==> src/rtl/id_ex_fwd_reg_pkg.sv <==
// Shared constants for the ID/EX pipeline register and its forwarding-select logic.
package id_ex_fwd_reg_pkg;

  localparam int XLEN          = 32;
  localparam int CTRL_W        = 8;
  localparam int CTRL_REGWRITE = 0;

  typedef enum logic [1:0] {
    FWD_REG   = 2'b00,
    FWD_MEMWB = 2'b01,
    FWD_EXMEM = 2'b10
  } fwd_e;

endpackage

==> src/rtl/id_ex_fwd_reg_if.sv <==
// ID-side payload, stall/flush controls and registered EX-side outputs of the ID/EX register.
// Optional bubble counter port is present when ID_EX_BUBBLE_CNT_EN is defined.
interface id_ex_fwd_reg_if #(
  parameter int XLEN   = id_ex_fwd_reg_pkg::XLEN,
  parameter int CTRL_W = id_ex_fwd_reg_pkg::CTRL_W
);

  logic              hold_i;
  logic              flush_i;
  logic              id_valid_i;
  logic [XLEN-1:0]   id_pc_i;
  logic [XLEN-1:0]   id_rs1_data_i;
  logic [XLEN-1:0]   id_rs2_data_i;
  logic [XLEN-1:0]   id_imm_i;
  logic [4:0]        id_rs1_addr_i;
  logic [4:0]        id_rs2_addr_i;
  logic [4:0]        id_rd_addr_i;
  logic [CTRL_W-1:0] id_ctrl_i;
  logic [4:0]        ex_rd_addr_q_i;
  logic              ex_regwrite_q_i;

  logic              ex_valid_o;
  logic [XLEN-1:0]   ex_pc_o;
  logic [XLEN-1:0]   ex_rs1_data_o;
  logic [XLEN-1:0]   ex_rs2_data_o;
  logic [XLEN-1:0]   ex_imm_o;
  logic [4:0]        ex_rs1_addr_o;
  logic [4:0]        ex_rs2_addr_o;
  logic [4:0]        ex_rd_addr_o;
  logic [CTRL_W-1:0] ex_ctrl_o;
  logic [1:0]        ex_fwd_a_o;
  logic [1:0]        ex_fwd_b_o;
`ifdef ID_EX_BUBBLE_CNT_EN
  logic [31:0]       bubble_cnt_o;
`endif

  modport master (
    output hold_i, flush_i, id_valid_i, id_pc_i, id_rs1_data_i, id_rs2_data_i, id_imm_i,
           id_rs1_addr_i, id_rs2_addr_i, id_rd_addr_i, id_ctrl_i, ex_rd_addr_q_i, ex_regwrite_q_i,
    input  ex_valid_o, ex_pc_o, ex_rs1_data_o, ex_rs2_data_o, ex_imm_o,
           ex_rs1_addr_o, ex_rs2_addr_o, ex_rd_addr_o, ex_ctrl_o, ex_fwd_a_o, ex_fwd_b_o
`ifdef ID_EX_BUBBLE_CNT_EN
    , input bubble_cnt_o
`endif
  );

  modport slave (
    input  hold_i, flush_i, id_valid_i, id_pc_i, id_rs1_data_i, id_rs2_data_i, id_imm_i,
           id_rs1_addr_i, id_rs2_addr_i, id_rd_addr_i, id_ctrl_i, ex_rd_addr_q_i, ex_regwrite_q_i,
    output ex_valid_o, ex_pc_o, ex_rs1_data_o, ex_rs2_data_o, ex_imm_o,
           ex_rs1_addr_o, ex_rs2_addr_o, ex_rd_addr_o, ex_ctrl_o, ex_fwd_a_o, ex_fwd_b_o
`ifdef ID_EX_BUBBLE_CNT_EN
    , output bubble_cnt_o
`endif
  );

endinterface

==> src/rtl/id_ex_fwd_reg_fwd_sel.sv <==
// Combinational source-register vs. producer-destination compare for one EX operand.
module fwd_sel (
  input  logic [4:0] rs_addr,
  input  logic [4:0] exmem_rd,
  input  logic       exmem_we,
  input  logic [4:0] memwb_rd,
  input  logic       memwb_we,
  output logic [1:0] sel
);
  import id_ex_fwd_reg_pkg::*;

  // The instruction currently in EX is younger than the one in MEM, so it wins.
  always_comb begin
    sel = FWD_REG;
    if (rs_addr != 5'd0) begin
      if (exmem_we && (exmem_rd != 5'd0) && (exmem_rd == rs_addr)) begin
        sel = FWD_EXMEM;
      end else if (memwb_we && (memwb_rd != 5'd0) && (memwb_rd == rs_addr)) begin
        sel = FWD_MEMWB;
      end
    end
  end

endmodule

==> src/rtl/id_ex_fwd_reg.sv <==
// ID/EX pipeline register with forwarding selects precomputed at load time.
// Define ID_EX_BUBBLE_CNT_EN to add a free-running count of loaded bubbles.
module id_ex_fwd_reg #(
  parameter int XLEN   = id_ex_fwd_reg_pkg::XLEN,
  parameter int CTRL_W = id_ex_fwd_reg_pkg::CTRL_W
) (
  input  logic            clk_i,
  input  logic            rst_i,
  id_ex_fwd_reg_if.slave  bus
);
  import id_ex_fwd_reg_pkg::FWD_REG;
  import id_ex_fwd_reg_pkg::CTRL_REGWRITE;

  logic              valid_p1;
  logic [XLEN-1:0]   pc_p1;
  logic [XLEN-1:0]   rs1_data_p1;
  logic [XLEN-1:0]   rs2_data_p1;
  logic [XLEN-1:0]   imm_p1;
  logic [4:0]        rs1_addr_p1;
  logic [4:0]        rs2_addr_p1;
  logic [4:0]        rd_addr_p1;
  logic [CTRL_W-1:0] ctrl_p1;
  logic [1:0]        fwd_a_p1;
  logic [1:0]        fwd_b_p1;

  logic [1:0]        fwd_a_p0;
  logic [1:0]        fwd_b_p0;
  logic              exmem_we_p0;

  // Stage p0: match against the instruction now in EX (moves to MEM) and the one now in MEM.
  assign exmem_we_p0 = valid_p1 & ctrl_p1[CTRL_REGWRITE];

  fwd_sel u_fwd_a (
    .rs_addr  (bus.id_rs1_addr_i),
    .exmem_rd (rd_addr_p1),
    .exmem_we (exmem_we_p0),
    .memwb_rd (bus.ex_rd_addr_q_i),
    .memwb_we (bus.ex_regwrite_q_i),
    .sel      (fwd_a_p0)
  );

  fwd_sel u_fwd_b (
    .rs_addr  (bus.id_rs2_addr_i),
    .exmem_rd (rd_addr_p1),
    .exmem_we (exmem_we_p0),
    .memwb_rd (bus.ex_rd_addr_q_i),
    .memwb_we (bus.ex_regwrite_q_i),
    .sel      (fwd_b_p0)
  );

  // Stage p1: the EX-side register; an invalid ID slot loads payload but no side effects.
  always_ff @(posedge clk_i) begin
    if (rst_i || (!bus.hold_i && bus.flush_i)) begin
      valid_p1    <= 1'b0;
      pc_p1       <= '0;
      rs1_data_p1 <= '0;
      rs2_data_p1 <= '0;
      imm_p1      <= '0;
      rs1_addr_p1 <= '0;
      rs2_addr_p1 <= '0;
      rd_addr_p1  <= '0;
      ctrl_p1     <= '0;
      fwd_a_p1    <= FWD_REG;
      fwd_b_p1    <= FWD_REG;
    end else if (!bus.hold_i) begin
      valid_p1    <= bus.id_valid_i;
      pc_p1       <= bus.id_pc_i;
      rs1_data_p1 <= bus.id_rs1_data_i;
      rs2_data_p1 <= bus.id_rs2_data_i;
      imm_p1      <= bus.id_imm_i;
      rs1_addr_p1 <= bus.id_rs1_addr_i;
      rs2_addr_p1 <= bus.id_rs2_addr_i;
      if (bus.id_valid_i) begin
        rd_addr_p1 <= bus.id_rd_addr_i;
        ctrl_p1    <= bus.id_ctrl_i;
        fwd_a_p1   <= fwd_a_p0;
        fwd_b_p1   <= fwd_b_p0;
      end else begin
        rd_addr_p1 <= '0;
        ctrl_p1    <= '0;
        fwd_a_p1   <= FWD_REG;
        fwd_b_p1   <= FWD_REG;
      end
    end
  end

  assign bus.ex_valid_o    = valid_p1;
  assign bus.ex_pc_o       = pc_p1;
  assign bus.ex_rs1_data_o = rs1_data_p1;
  assign bus.ex_rs2_data_o = rs2_data_p1;
  assign bus.ex_imm_o      = imm_p1;
  assign bus.ex_rs1_addr_o = rs1_addr_p1;
  assign bus.ex_rs2_addr_o = rs2_addr_p1;
  assign bus.ex_rd_addr_o  = rd_addr_p1;
  assign bus.ex_ctrl_o     = ctrl_p1;
  assign bus.ex_fwd_a_o    = fwd_a_p1;
  assign bus.ex_fwd_b_o    = fwd_b_p1;

`ifdef ID_EX_BUBBLE_CNT_EN
  logic [31:0] bubble_cnt_p1;

  always_ff @(posedge clk_i) begin
    if (rst_i) begin
      bubble_cnt_p1 <= '0;
    end else if (!bus.hold_i && (bus.flush_i || !bus.id_valid_i)) begin
      bubble_cnt_p1 <= bubble_cnt_p1 + 32'd1;
    end
  end

  assign bus.bubble_cnt_o = bubble_cnt_p1;
`endif

endmodule

==> src/flat_wrapper.sv <==
// flat-port wrapper written by rule: the top's interface ports become plain ports
module id_ex_fwd_reg_flat import id_ex_fwd_reg_pkg::FWD_REG; import id_ex_fwd_reg_pkg::CTRL_REGWRITE;
#(
  parameter int XLEN   = id_ex_fwd_reg_pkg::XLEN,
  parameter int CTRL_W = id_ex_fwd_reg_pkg::CTRL_W
)
  (clk_i, rst_i, bus_hold_i, bus_flush_i, bus_id_valid_i, bus_id_pc_i, bus_id_rs1_data_i, bus_id_rs2_data_i, bus_id_imm_i, bus_id_rs1_addr_i, bus_id_rs2_addr_i, bus_id_rd_addr_i, bus_id_ctrl_i, bus_ex_rd_addr_q_i, bus_ex_regwrite_q_i, bus_ex_valid_o, bus_ex_pc_o, bus_ex_rs1_data_o, bus_ex_rs2_data_o, bus_ex_imm_o, bus_ex_rs1_addr_o, bus_ex_rs2_addr_o, bus_ex_rd_addr_o, bus_ex_ctrl_o, bus_ex_fwd_a_o, bus_ex_fwd_b_o);
  id_ex_fwd_reg_if #(.XLEN(XLEN), .CTRL_W(CTRL_W)) bus_i ();
  input  logic clk_i;
  input  logic rst_i;
  input wire logic [$bits(bus_i.hold_i)-1:0] bus_hold_i;
  input wire logic [$bits(bus_i.flush_i)-1:0] bus_flush_i;
  input wire logic [$bits(bus_i.id_valid_i)-1:0] bus_id_valid_i;
  input wire logic [$bits(bus_i.id_pc_i)-1:0] bus_id_pc_i;
  input wire logic [$bits(bus_i.id_rs1_data_i)-1:0] bus_id_rs1_data_i;
  input wire logic [$bits(bus_i.id_rs2_data_i)-1:0] bus_id_rs2_data_i;
  input wire logic [$bits(bus_i.id_imm_i)-1:0] bus_id_imm_i;
  input wire logic [$bits(bus_i.id_rs1_addr_i)-1:0] bus_id_rs1_addr_i;
  input wire logic [$bits(bus_i.id_rs2_addr_i)-1:0] bus_id_rs2_addr_i;
  input wire logic [$bits(bus_i.id_rd_addr_i)-1:0] bus_id_rd_addr_i;
  input wire logic [$bits(bus_i.id_ctrl_i)-1:0] bus_id_ctrl_i;
  input wire logic [$bits(bus_i.ex_rd_addr_q_i)-1:0] bus_ex_rd_addr_q_i;
  input wire logic [$bits(bus_i.ex_regwrite_q_i)-1:0] bus_ex_regwrite_q_i;
  output wire logic [$bits(bus_i.ex_valid_o)-1:0] bus_ex_valid_o;
  output wire logic [$bits(bus_i.ex_pc_o)-1:0] bus_ex_pc_o;
  output wire logic [$bits(bus_i.ex_rs1_data_o)-1:0] bus_ex_rs1_data_o;
  output wire logic [$bits(bus_i.ex_rs2_data_o)-1:0] bus_ex_rs2_data_o;
  output wire logic [$bits(bus_i.ex_imm_o)-1:0] bus_ex_imm_o;
  output wire logic [$bits(bus_i.ex_rs1_addr_o)-1:0] bus_ex_rs1_addr_o;
  output wire logic [$bits(bus_i.ex_rs2_addr_o)-1:0] bus_ex_rs2_addr_o;
  output wire logic [$bits(bus_i.ex_rd_addr_o)-1:0] bus_ex_rd_addr_o;
  output wire logic [$bits(bus_i.ex_ctrl_o)-1:0] bus_ex_ctrl_o;
  output wire logic [$bits(bus_i.ex_fwd_a_o)-1:0] bus_ex_fwd_a_o;
  output wire logic [$bits(bus_i.ex_fwd_b_o)-1:0] bus_ex_fwd_b_o;
  assign bus_i.hold_i = bus_hold_i;
  assign bus_i.flush_i = bus_flush_i;
  assign bus_i.id_valid_i = bus_id_valid_i;
  assign bus_i.id_pc_i = bus_id_pc_i;
  assign bus_i.id_rs1_data_i = bus_id_rs1_data_i;
  assign bus_i.id_rs2_data_i = bus_id_rs2_data_i;
  assign bus_i.id_imm_i = bus_id_imm_i;
  assign bus_i.id_rs1_addr_i = bus_id_rs1_addr_i;
  assign bus_i.id_rs2_addr_i = bus_id_rs2_addr_i;
  assign bus_i.id_rd_addr_i = bus_id_rd_addr_i;
  assign bus_i.id_ctrl_i = bus_id_ctrl_i;
  assign bus_i.ex_rd_addr_q_i = bus_ex_rd_addr_q_i;
  assign bus_i.ex_regwrite_q_i = bus_ex_regwrite_q_i;
  assign bus_ex_valid_o = bus_i.ex_valid_o;
  assign bus_ex_pc_o = bus_i.ex_pc_o;
  assign bus_ex_rs1_data_o = bus_i.ex_rs1_data_o;
  assign bus_ex_rs2_data_o = bus_i.ex_rs2_data_o;
  assign bus_ex_imm_o = bus_i.ex_imm_o;
  assign bus_ex_rs1_addr_o = bus_i.ex_rs1_addr_o;
  assign bus_ex_rs2_addr_o = bus_i.ex_rs2_addr_o;
  assign bus_ex_rd_addr_o = bus_i.ex_rd_addr_o;
  assign bus_ex_ctrl_o = bus_i.ex_ctrl_o;
  assign bus_ex_fwd_a_o = bus_i.ex_fwd_a_o;
  assign bus_ex_fwd_b_o = bus_i.ex_fwd_b_o;
  id_ex_fwd_reg #(.XLEN(XLEN), .CTRL_W(CTRL_W)) u_core (.clk_i(clk_i), .rst_i(rst_i), .bus(bus_i));
endmodule
==> config.mk <==
export PLATFORM = sky130hd
export DESIGN_NAME = id_ex_fwd_reg_flat
export DESIGN_NICKNAME = d
export VERILOG_FILES = /design/src/rtl/id_ex_fwd_reg_pkg.sv /design/src/rtl/id_ex_fwd_reg_if.sv /design/src/rtl/id_ex_fwd_reg_fwd_sel.sv /design/src/rtl/id_ex_fwd_reg.sv /design/src/flat_wrapper.sv
export SDC_FILE = /design/constraint.sdc
export NUM_CORES = 1
export LEC_CHECK = 0
export ABC_AREA = 1
export CAP_MARGIN = 20
export CORE_MARGIN = 1
export CORE_UTILIZATION = 35
export CTS_CLUSTER_SIZE = 20
export DETAILED_ROUTE_END_ITERATION = 16
export GPL_TIMING_DRIVEN = 0
export HOLD_SLACK_MARGIN = 0.05
export PLACE_DENSITY = 0.81
export RECOVER_POWER = 50
export REMOVE_ABC_BUFFERS = 1
export SLEW_MARGIN = 25
export SYNTH_ARGS = -nofsm -noshare
export SYNTH_HDL_FRONTEND = slang
export SYNTH_HIERARCHICAL = 1
export SYNTH_SLANG_ARGS = --single-unit
==> constraint.sdc <==
create_clock -name clk_i -period 1.25 [get_ports clk_i]
set_clock_uncertainty 0.05 [all_clocks]
set_input_delay 0.125 -clock clk_i [delete_from_list [all_inputs] [get_ports clk_i]]
set_output_delay 0.125 -clock clk_i [all_outputs]
set_load 0.1 [all_outputs]
# --- After elaboration in Yosys (flattened, before gate mapping) ---
# Index checks and enable logic that the tools add are counted.
op_classes:
  addsub: 0
  multipliers: 0
  n_div: 0
  magnitude_cmp: 0
  eq_ne: 4
  n_shift: 0
  mux: 10
  bitwise_logic: 1
  n_reduce_logical: 13
ops:
  columns: ["cell", "n"]
  rows:
  - ["$eq A5 B5 Y1", 4]
  - ["$reduce_bool A5 Y1", 4]
  - ["$mux W2", 6]
  - ["$mux W8", 1]
  - ["$logic_and A1 B1 Y1", 7]
  - ["$mux W5", 1]
  - ["$mux W1", 2]
  - ["$and A1 B1 Y1", 1]
  - ["$logic_not A1 Y1", 1]
  - ["$logic_or A1 B1 Y1", 1]
word_totals:
  regBits: 156
  latchBits: 0
  mem_bits_rw: 0
  romBits: 0
  input_bits: 162
  word_cells: 39
  memories: 0

# --- Depth between registers and ports, before layout ---
depth:
  word_depth: 7
  depth_mapped: 10

# --- Modules after synthesis ---
# The synthesis kept the hierarchy.
modules_own_cells:
  columns: ["module", "n_inst", "cells_each", "area_each_um2", "seq_area_each_um2"]
  rows:
  - ["id_ex_fwd_reg", 1, 683, 5385.2, 3123.0]
  - ["fwd_sel", 2, 57, 236.5, 0.0]

# --- Worst setup path before layout ---
# No wires, ideal clock.
synth_timing:
  path_kind: "register -> register"
  start: "reg u_core.rd_addr_p1[3] (netlist: u_core/bus.ex_rd_addr_o[3])"
  end: "reg u_core.fwd_a_p1[0] (netlist: u_core/bus.ex_fwd_a_o[0])"
  setup_ns: 0.120
  arrival_time_ns: 1.704
  required_time_ns: 1.080
  path_slack_ns: -0.623
  stages_incl_launch_ff: 10
  path_buffers: 0
  cell_sequence: "dfxtp_1 -> inv_1 -> nand2_1 -> nand2_1 -> nor2_1 -> nand3_1 -> nor2_2 -> nor2_1 -> nand3_1 -> a21oi_1"
synth_via:
  elab_chain_len: 6
synth_rtl:
  columns: ["item", "line_no", "text"]
  rows:
  - ["start: declaration", "id_ex_fwd_reg.sv:21", "logic [4:0] rd_addr_p1;"]
  - ["start signal: assignment", "id_ex_fwd_reg.sv:74", "rd_addr_p1 <= bus.id_rd_addr_i;"]
  - ["$reduce_bool A5 Y1", "id_ex_fwd_reg_fwd_sel.sv:16", "if (exmem_we && (exmem_rd != 5'd0) && (exmem_rd == rs_addr)) begin"]
  - ["$logic_and A1 B1 Y1", "id_ex_fwd_reg_fwd_sel.sv:16", null]
  - ["$logic_and A1 B1 Y1 *", "id_ex_fwd_reg_fwd_sel.sv:16", null]
  - ["$mux W2 *", "id_ex_fwd_reg_fwd_sel.sv:16", null]
  - ["$mux W2 *", "id_ex_fwd_reg_fwd_sel.sv:15", "if (rs_addr != 5'd0) begin"]
  - ["named net u_core.fwd_a_p0[0]", "id_ex_fwd_reg.sv:26", "logic [1:0] fwd_a_p0;"]
  - ["$mux W2 *", "id_ex_fwd_reg.sv:73", "if (bus.id_valid_i) begin"]
  - ["end signal: assignment", "id_ex_fwd_reg.sv:76", "fwd_a_p1 <= fwd_a_p0;"]
  - ["end: declaration", "id_ex_fwd_reg.sv:23", "logic [1:0] fwd_a_p1;"]
# The timed path passes the listed nets; every way through them passes the cells marked *.
# A chain may end at the register's enable or synchronous reset.

# --- Final worst setup path ---
layout_timing:
  start: "reg u_core.rd_addr_p1[0] (netlist: u_core/bus.ex_rd_addr_o[0])"
  end: "reg u_core.fwd_a_p1[0] (netlist: u_core/bus.ex_fwd_a_o[0])"
# The elaborated chain is that of the path after synthesis.

==> insert_results.sql <==
INSERT INTO impl_metrics (metric_group, metric, value, unit) VALUES
('critical_path', 'timing.critical_path.slowest_stage_cell', 'dfxtp_4', ''),
('clocking', 'tritoncts', 'yes', ''),
('sta', 'final_total_negative_setup_slack', '-1.92', 'ns'),
('critical_path', 'critPathTopFamily', 'simple AND/OR/NAND/NOR gates', ''),
('drt', 'routed_wl', '22300', 'um'),
('power_and_ir_drop', 'vdd_ir_drop_max', '0.840', 'mV'),
('critical_path', 'worst_path_bufs_invs', '0', ''),
('clocking', 'cts_max_path_buffers', '2', ''),
('clocking', 'clk-insertion-delay-late', '0.41', 'ns'),
('layout', 'number_of_nets_in_the_finished_design', '1281', ''),
('sta', 'timing_max_transition_violations_final', '0', ''),
('layout', 'final_core_util', '65.0', '%'),
('grt', 'grt_pass1_wl', '33400', 'um'),
('critical_path', 'critical_path.max_stage_delay', '0.37', 'ns'),
('synthesis', 'largest_family_of_logic_cells_by_synthesized_area', 'simple AND/OR/NAND/NOR gates', ''),
('synthesis', 'post_synth_mux_area_share', '0', '%'),
('synthesis', 'yosys.area_share.xor_xnor', '0.299', '%'),
('floorplan', 'io-pin-count', '318', ''),
('critical_path', 'critical_path_peak_fanout', '7', ''),
('placement', 'count_of_buffers_from_port_buffering', '317', ''),
('layout', 'drive_above_1_share', '22.5', '%'),
('critical_path', 'cp-end-kind', 'register', ''),
('synthesis', 'postSynthCellCount', '797', ''),
('drt', 'drc', '0', ''),
('synthesis', 'average_cell_area_after_synthesis', '7.35', 'um^2'),
('synthesis', 'synth-warning-count', '6', ''),
('drt', 'drt-wirelength-per-cell', '16.5', 'um'),
('drt', 'final_antenna_net_count', '0', ''),
('sta', 'report.final.setup_viol', '67', ''),
('flow_run', 'cap_violations', '0', ''),
('power_and_ir_drop', 'totalPowerFinal', '0.0143', 'W'),
('synthesis', 'synth_compound_gate_area_share', '14.1', '%'),
('sta', 'grt_setup_unrepaired', 'yes', ''),
('clocking', 'cts_root_buffer', 'clkbuf_16', ''),
('drt', 'first_drt_iteration_drcs', '385', ''),
('floorplan', 'initial_utilization', '36.4', '%'),
('critical_path', 'critical_path.cell_chain', 'nor2_2 -> nand3_2 -> a21oi_2 -> nor2_4 -> nor2_2 -> nand3_1 -> a21oi_2', ''),
('power_and_ir_drop', 'total_leakage_power', '4.35', 'nW'),
('drt', 'dr_total_vias', '6532', ''),
('floorplan', 'die_height', '131', 'um'),
('layout', 'finalNonFillerCells', '1347', ''),
('grt', 'pin_count_of_the_biggest_net_entering_global_routing', '89', ''),
('clocking', 'cts_sinks', '156', ''),
('synthesis', 'netlist-cell-type-count', '17', ''),
('floorplan', 'die_area', '17300', 'um^2'),
('synthesis', 'netlist_area', '5860', 'um^2'),
('worst_hold_path', 'min-delay-path-class', 'in -> reg', ''),
('critical_path', 'crit_arrival', '1.64', 'ns'),
('status', 'status', 'finished, violations left', ''),
('sta', 'max_freq', '746', 'MHz'),
('sta', 'period_share', '107', '%'),
('sta', 'slew-limit-headroom', '46.8', '%'),
('floorplan', 'die-width', '131', 'um'),
('grt', 'vias_in_the_first_global_route', '6247', ''),
('synthesis', 'synth-adder-area-share', '0', '%'),
('placement', 'gpl.final_weighted_congestion', '0.860', ''),
('synthesis', 'synth-simple-area-share', '25.9', '%'),
('synthesis', 'synth-seq-area-share', '53.3', '%'),
('critical_path', 'worstSetupStartpointType', 'register', ''),
('floorplan', 'total_number_of_placement_rows', '46', ''),
('layout', 'diodes', '0', ''),
('critical_path', 'cp.required', '1.55', 'ns'),
('sta', 'post-route-worst-setup-slack', '-0.0899', 'ns'),
('grt', 'global_route.overflow_total', '0', ''),
('synthesis', 'yosysTopAreaCellShare', '53.3', '%'),
('synthesis', 'synth_area_leader_cell', 'dfxtp_1', ''),
('sta', 'worstMarginPinSlew', '0.796', 'ns'),
('status', 'failing_checks', 'negative setup slack', ''),
('synthesis', 'synthTopCellsByArea', 'dfxtp_1 (53%), nand2_1 (22%), a21oi_1 (13%), buf_2 (3.8%), nand3_1 (2.1%)', ''),
('grt', 'initial_antenna_violation_count', '0', ''),
('clocking', 'tritoncts.num_buffers', '17', '');
-- state kept, by name (all words and copies together), names as in the netlist --
signal and cells:
u_core/bus.ex_fwd_b_o 2, u_core/bus.ex_rd_addr_o 5, u_core/bus.ex_fwd_a_o 2, u_core/bus.ex_rs2_addr_o 5, u_core/bus.ex_rs2_data_o 32, u_core/bus.ex_rs1_data_o 32, u_core/bus.ex_imm_o 32, u_core/bus.ex_pc_o 32
u_core/bus.ex_valid_o 1, u_core/bus.ex_ctrl_o 8, u_core/bus.ex_rs1_addr_o 5
-- power breakdown --
group | total, W | internal [W] | switching (W)
sequential | 0.00535 | 0.00519 | 0.000157
clock | 0.00543 | 0.00326 | 0.00217
combinational | 0.00356 | 0.00117 | 0.00239
total | 0.0143 | 0.00962 | 0.00472
-- what timing repair did --
item                        CTS  global route
hold buffers                 17             1
setup endpoints to repair   312           130
setup buffers                 4             4
hold endpoints to repair     29             1
cloned                        9             1
pin swaps                     6            16
gates resized for setup    1000           143
-- layer usage --
layer / vias up / GRT usage (%) / wire (um)
li1: 3174 / - / -
met1: 3004 / 28.7 / 8910
met2: 303 / 41.7 / 10900
met3: 51 / 7.95 / 1870
met4: 0 / 10.1 / 620
met5: - / 0 / 0
-- Yosys cell counts --
cell type and instances:
buf_1 1, nor2_1 22, buf_4 3, a21oi_1 158, nand3_1 25, dfxtp_1 156
o21ai_0 4, clkbuf_2 1, clkbuf_1 4, nor2_2 2, nand2_1 342, inv_2 3
a21o_1 2, buf_2 44, nand2_2 2, xnor2_1 2, inv_1 26
-- through the flow --
stage | area (um^2) | hold WS (ns) | setup WS, ns
2_1_floorplan | 5590 | 0.215 | -2.91
3_3_place_gp | 9030 | 0.400 | -12.11
3_5_place_dp | 9160 | 0.404 | -1.32
4_1_cts | 10000 | 0.101 | -0.0244
5_1_grt | 10500 | 0.119 | -0.190
6_report | 10500 | 0.129 | -0.0899
-- worst paths after layout --
path / startpoint / slack, ns / cells past startpoint / to
setup / recovery: u_core/bus.ex_rd_addr_o[0] / -0.09 / 7 / u_core/bus.ex_fwd_a_o[0]
hold / removal: bus_hold_i / 0.13 / 3 / u_core/bus.ex_pc_o[26]
setup reg to reg: u_core/bus.ex_rd_addr_o[0] / -0.09 / 7 / u_core/bus.ex_fwd_a_o[0]
hold reg to reg: u_core/bus.ex_pc_o[26] / 0.41 / 2 / u_core/bus.ex_pc_o[26]
-- cells by family after synthesis --
logic type / Yosys count
and+or+nand+nor: 393
AOI/OAI and AO/OA: 164
DFF: 156
buffers and inverters: 82
xor gates and xnor gates: 2
-- tightest hold or removal path, stage by stage --
cell	delay [ns]
bufbuf_16	0.29
nand2_1	0.07
a21oi_1	0.05
-- layout by cell type, fill, tap and decap left out, types with 4 or more instances in the layout --
master / synthesis / layout
dfxtp_2: 0 / 4
nor2_1: 22 / 16
a21oi_1: 158 / 149
nor2_2: 2 / 7
nand3_2: 0 / 4
nand2_2: 2 / 6
inv_2: 3 / 6
buf_6: 0 / 127
buf_4: 3 / 31
nand2_1: 342 / 337
inv_1: 26 / 21
clkbuf_16: 0 / 17
clkdlybuf4s50_1: 0 / 160
buf_12: 0 / 6
bufbuf_16: 0 / 4
dfxtp_4: 0 / 5
dlygate4sd3_1: 0 / 16
clkinv_4: 0 / 4
nand3_1: 25 / 21
dfxtp_1: 156 / 147
a21oi_2: 0 / 9
-- cell type report --
type / instances / area, um^2 / share of cell area [%]
timing repair inverter: 1 / 8.76 / 0.0836
timing repair buffer: 353 / 3820 / 36.5
multi-input combinational: 561 / 2480 / 23.7
inverter: 29 / 126 / 1.21
clock buffer: 19 / 453 / 4.32
tap: 216 / 270 / 2.58
clock inverter: 12 / 163 / 1.55
sequential: 156 / 3150 / 30.0
(Power assumes the default switching activity.)
